===== config.mk =====
export PLATFORM = sky130hd
export DESIGN_NAME = carregador_de_programa
export DESIGN_NICKNAME = d
export VERILOG_FILES = /design/src/rtl/carregador_de_programa.sv
export SDC_FILE = /design/constraint.sdc
export NUM_CORES = 1
export LEC_CHECK = 0
export CAP_MARGIN = 10
export CORE_MARGIN = 2
export CORE_UTILIZATION = 30
export CTS_BUF_LIST = sky130_fd_sc_hd__clkbuf_4 sky130_fd_sc_hd__clkbuf_8
export DETAILED_ROUTE_END_ITERATION = 7
export PLACE_DENSITY = 0.52
export SYNTH_ARGS = -nofsm -noshare
export SYNTH_HDL_FRONTEND = slang
export SYNTH_SLANG_ARGS = --single-unit

===== constraint.sdc =====
create_clock -name clock -period 2.7 [get_ports clock]
set_clock_uncertainty 0.05 [all_clocks]
set_input_delay 0.54 -clock clock [delete_from_list [all_inputs] [get_ports clock]]
set_output_delay 0.54 -clock clock [all_outputs]
set_load 0.01 [all_outputs]

===== src/rtl/carregador_de_programa.sv =====
// Serial-byte program loader: takes a word-count header and then big-endian instruction
// bytes, and issues one single-cycle write per assembled 32-bit word into instruction memory.
module carregador_de_programa #(
  parameter int NUM_PALAVRAS = 51,
  parameter int LARGURA_CONT = 6
) (
  input  logic                    clock,
  input  logic                    reset,
  input  logic                    iniciar,
  input  logic                    byte_valido,
  input  logic [7:0]              byte_dado,
  output logic                    pronto,
  output logic                    escrita_habilita,
  output logic [31:0]             endereco_escrita,
  output logic [31:0]             dado_escrita,
  output logic                    ocupado,
  output logic                    concluido,
  output logic                    erro,
  output logic [LARGURA_CONT-1:0] palavras_carregadas
);

  localparam logic [2:0] OCIOSO    = 3'd0;
  localparam logic [2:0] CABECALHO = 3'd1;
  localparam logic [2:0] BYTES     = 3'd2;
  localparam logic [2:0] ESCRITA   = 3'd3;
  localparam logic [2:0] CONCLUIDO = 3'd4;
  localparam logic [2:0] ERRO      = 3'd5;

  logic [2:0]              estado, prox_estado;
  logic [7:0]              total;
  logic [1:0]              indice;
  // Only the first three bytes of a word need storing; the fourth goes straight to dado_escrita.
  logic [23:0]             palavra;
  logic                    transf;
  logic                    cabecalho_ok;
  logic                    ultima;
  logic [LARGURA_CONT-1:0] cont_inc;

  assign transf       = byte_valido && pronto;
  assign cont_inc     = palavras_carregadas + LARGURA_CONT'(1);
  assign cabecalho_ok = (byte_dado != 8'd0) && (int'(byte_dado) <= NUM_PALAVRAS);
  assign ultima       = (int'(cont_inc) == int'(total));

  assign pronto           = (estado == CABECALHO) || (estado == BYTES);
  assign ocupado          = pronto || (estado == ESCRITA);
  assign escrita_habilita = (estado == ESCRITA);
  assign concluido        = (estado == CONCLUIDO);
  assign erro             = (estado == ERRO);

  always_comb begin
    prox_estado = estado;
    case (estado)
      OCIOSO, CONCLUIDO, ERRO:
        if (iniciar) prox_estado = CABECALHO;
      CABECALHO:
        if (transf) prox_estado = cabecalho_ok ? BYTES : ERRO;
      BYTES:
        if (transf && (indice == 2'd3)) prox_estado = ESCRITA;
      ESCRITA:
        prox_estado = ultima ? CONCLUIDO : BYTES;
      default:
        prox_estado = OCIOSO;
    endcase
  end

  always_ff @(posedge clock or posedge reset) begin
    if (reset) begin
      estado              <= OCIOSO;
      total               <= '0;
      indice              <= '0;
      palavra             <= '0;
      palavras_carregadas <= '0;
      endereco_escrita    <= '0;
      dado_escrita        <= '0;
    end else begin
      estado <= prox_estado;
      case (estado)
        OCIOSO, CONCLUIDO, ERRO:
          if (iniciar) palavras_carregadas <= '0;
        CABECALHO:
          if (transf) begin
            total  <= byte_dado;
            indice <= '0;
          end
        BYTES:
          if (transf) begin
            palavra <= {palavra[15:0], byte_dado};
            indice  <= indice + 2'd1;
            // Write bus is loaded on the 4th byte so it is stable for the whole strobe and holds afterwards.
            if (indice == 2'd3) begin
              dado_escrita     <= {palavra, byte_dado};
              endereco_escrita <= {{(30-LARGURA_CONT){1'b0}}, palavras_carregadas, 2'b00};
            end
          end
        ESCRITA: begin
          palavras_carregadas <= cont_inc;
          indice              <= '0;
        end
        default: ;
      endcase
    end
  end

endmodule

==> flow_summary.toml <==
[setup_path]
critPathArrivalTime_ns = 1.93
worstSetupStartpointType = "flop"
critical_path_s_top_delay_family = "buffers and inverters"
crit_fanout = 18
total_buffers_and_inverters_traversed_by_the_critical_path = 1
critical_path.cell_chain = "nand2b_1 -> a21oi_1 -> clkdlybuf4s50_1"
timing.setup.critical_path_class = "flop to output port"
end_kind = "output port"
crit_required_ns = 2.11
critPathSlowestCell = "clkdlybuf4s50_1"
max_stage_delay_ns = 0.58

[clock_tree]
max-clock-path-buffers = 2
post_cts_setup_driven_buffer_insertion_count = 0
clk_root_buffer_cell = "clkbuf_8"
tritoncts = "built"
h_tree_levels = 3
worst_setup_hold_path_clk_slew_ns = 0.08
clock_sinks = 81
cts_buffers = 9
worst_skew_pair.late_latency_ns = 0.35

[global_route]
grt_pass1_wl_um = 12110
antenna_violations_before_repair = 0
grt_remaining_overflow = 0
grt_pass1_vias = 2329
grt_max_degree = 33
grt_use_total = 0.1209

[route]
dr_vias_cell = 4.605
via_count_of_the_routed_design = 2298
drt-wirelength-per-cell_um = 15.01
drt-pass1-iter-count = 4
route.detailed.drc = 0
ant_nets = 0
routed_wl_um = 7491
initialDrtViolationCount = 52

[cells_and_area]
layout.cells.most_common = "dfrtp_1"
post_layout_nets = 361
layout-drive-gt1-share = 0.2926
n_antenna_cell = 0
stdcell_count = 499
area.growth.synth_to_final_pct = 23.72
num-fill-cells = 1152
design_area_sq_mm = 0.004548
final_cell_mix = "dfrtp_1 (80), mux2_2 (61), clkdlybuf4s50_1 (60)"

[pwr]
clockPowerShare = 0.244
p_comb_frac = 0.254
p_sw_mw = 1.082
totalPowerFinal_mw = 3.405
netSwitchingFraction = 0.3178
power_per_cell_area_mw_per_mm2 = 748.7
internal_power_mw = 2.323
power_frac_seq = 0.502
power.ir.vdd_worst_mv = 0.2408
power.static_leakage_nw = 2.151

[synth]
synth_top_cell_area_share = 0.5514
netlist_top_cells_area = "dfrtp_1 (55%), mux2_2 (19%), buf_4 (5.3%)"
per_instance_average_area_after_synthesis_sq_um = 13.08
yosys_warnings = 0
synth_enable_flop_cells = 0
synth-seq-cells = 81
netlist.top_cell.by_area = "dfrtp_1"
synth_async_sr_flop_share = 1.000
yosys_cell_types = 45
dominantRegCellSynth = "dfrtp_1"
netlist_instances = 281
syn-cell-area_sq_mm = 0.003676
synth_sequential_area_ratio = 0.5514

[run_status]
outcome = "complete, no violations"

[timing]
setup_total_negative_slack_ns = 0
setup_repair_after_global_routing_missed_its_margin = "no"
fin_crit_ns = 2.522
worst-slew-pin-transition_ns = 0.5811
finalSetupViolCount = 0
max_clock_freq_ghz = 0.3965
relative_slew_slack = 0.6121
final_max_slew_viol_count = 0
hold_viol_final = 0
final_critical_path_share_of_the_clock_period = 0.9340

[floorplan]
rows = 40
core_box_area_sq_mm = 0.01196
dieWidth_um = 114.7
floorplan.die.height_um = 114.7
floorplan.die_area_sq_mm = 0.01315
io_pins = 87
initial_utilization = 0.3073

[placement]
buffer_ports.inserted = 60
placedInstanceArea_sq_mm = 0.004360
routabilityCongestion = 0.7735
place_hpwl_um = 5269
post-place-cells = 483

[worst_hold_path]
min_path_type = "flop to flop"

[job]
cap_violations = 0
-- worst paths after layout --
path | startpoint | to | slack (ns) | depth (start not counted)
max in group asynchronous | reset | total[2] | 1.51 | 3
max | estado[1] | pronto | 0.18 | 3
min | dado_escrita[17] | dado_escrita[17] | 0.46 | 1
min in group asynchronous | reset | palavra[6] | 0.50 | 2
min reg2reg | dado_escrita[17] | dado_escrita[17] | 0.46 | 1
max reg2reg | palavras_carregadas[0] | estado[2] | 0.65 | 6
-- cells in the mapped netlist, drive strengths merged (3+ instances only) --
| library cell | n |
|---|---|
| nand2b | 4 |
| nor3 | 9 |
| xor2 | 4 |
| inv | 4 |
| o21ai | 3 |
| nor2 | 18 |
| buf | 35 |
| dfrtp | 81 |
| a211oi | 3 |
| mux2 | 70 |
| a21oi | 11 |
| nand2 | 8 |
-- stage by stage --
step	util	hold slack, ns	worst slack, ns
after detailed placement	0.3645	0.4429	0.4021
after CTS	0.3801	0.4616	0.04729
after global placement	0.3645	0.4373	0.4270
after global routing	0.3802	0.4772	0.05664
final	0.3802	0.4583	0.1781
after floorplan	-	0.4199	0.02991
-- power by group through the flow --
stage | Clock (mW) | Combinational, mW | Sequential, mW
after floorplan | 0 | 0.669 | 1.64
after global placement | 0 | 0.860 | 1.73
after detailed placement | 0 | 0.874 | 1.73
after CTS | 0.862 | 0.878 | 1.71
after global routing | 0.927 | 0.959 | 1.76
final | 0.831 | 0.867 | 1.71
-- worst reg2reg max path, delay by kind of cell, from the launching register on --
| family | cells | cell delay (ns) |
|---|---|---|
| AO/OA/AOI/OAI | 2 | 0.56 |
| flip-flops | 1 | 0.51 |
| adder cells (fa/ha/maj) | 1 | 0.40 |
| AND/OR/NAND/NOR | 2 | 0.29 |
| XOR/XNOR | 1 | 0.18 |
-- sequential cells by signal (all words and copies together), names as in the netlist --
register	count
palavra	24
estado	3
endereco_escrita	6
total	8
dado_escrita	32
indice	2
palavras_carregadas	6
-- layout make-up --
| type | count | area [sq um] | area share |
|---|---|---|---|
| multi-input cells | 184 | 1468 | 0.3227 |
| inverters | 4 | 16.27 | 0.003576 |
| flip-flops and latches | 81 | 2028 | 0.4459 |
| clock buffers | 12 | 158.9 | 0.03494 |
| well taps | 147 | 183.9 | 0.04044 |
| clock inverters | 4 | 27.53 | 0.006052 |
| repair buffers | 67 | 665.6 | 0.1464 |
-- what timing repair did --
| action | CTS | global route |
|---|---|---|
| hold buffers | 0 | 0 |
| gates resized for setup | 0 | 1 |
| endpoints found under the hold margin | 0 | 0 |
| endpoints found under the setup margin | 0 | 1 |
-- per-layer routing --
layer  GRT usage  share of wire
met5           0              0
met4     0.07229          0.024
met3     0.02965          0.053
met2      0.1846           0.46
met1      0.1551           0.47
-- cells by family after synthesis --
group / synth area share
AOI/OAI and AO/OA: 0.04901
DFF: 0.5514
adders and majority gates: 0.006806
xor gates and xnor gates: 0.01191
muxes: 0.2263
and+or+nand+nor: 0.07863
buffers and inverters: 0.07488
other: 0.001020
Note: power is estimated with default switching activity, not from simulation.
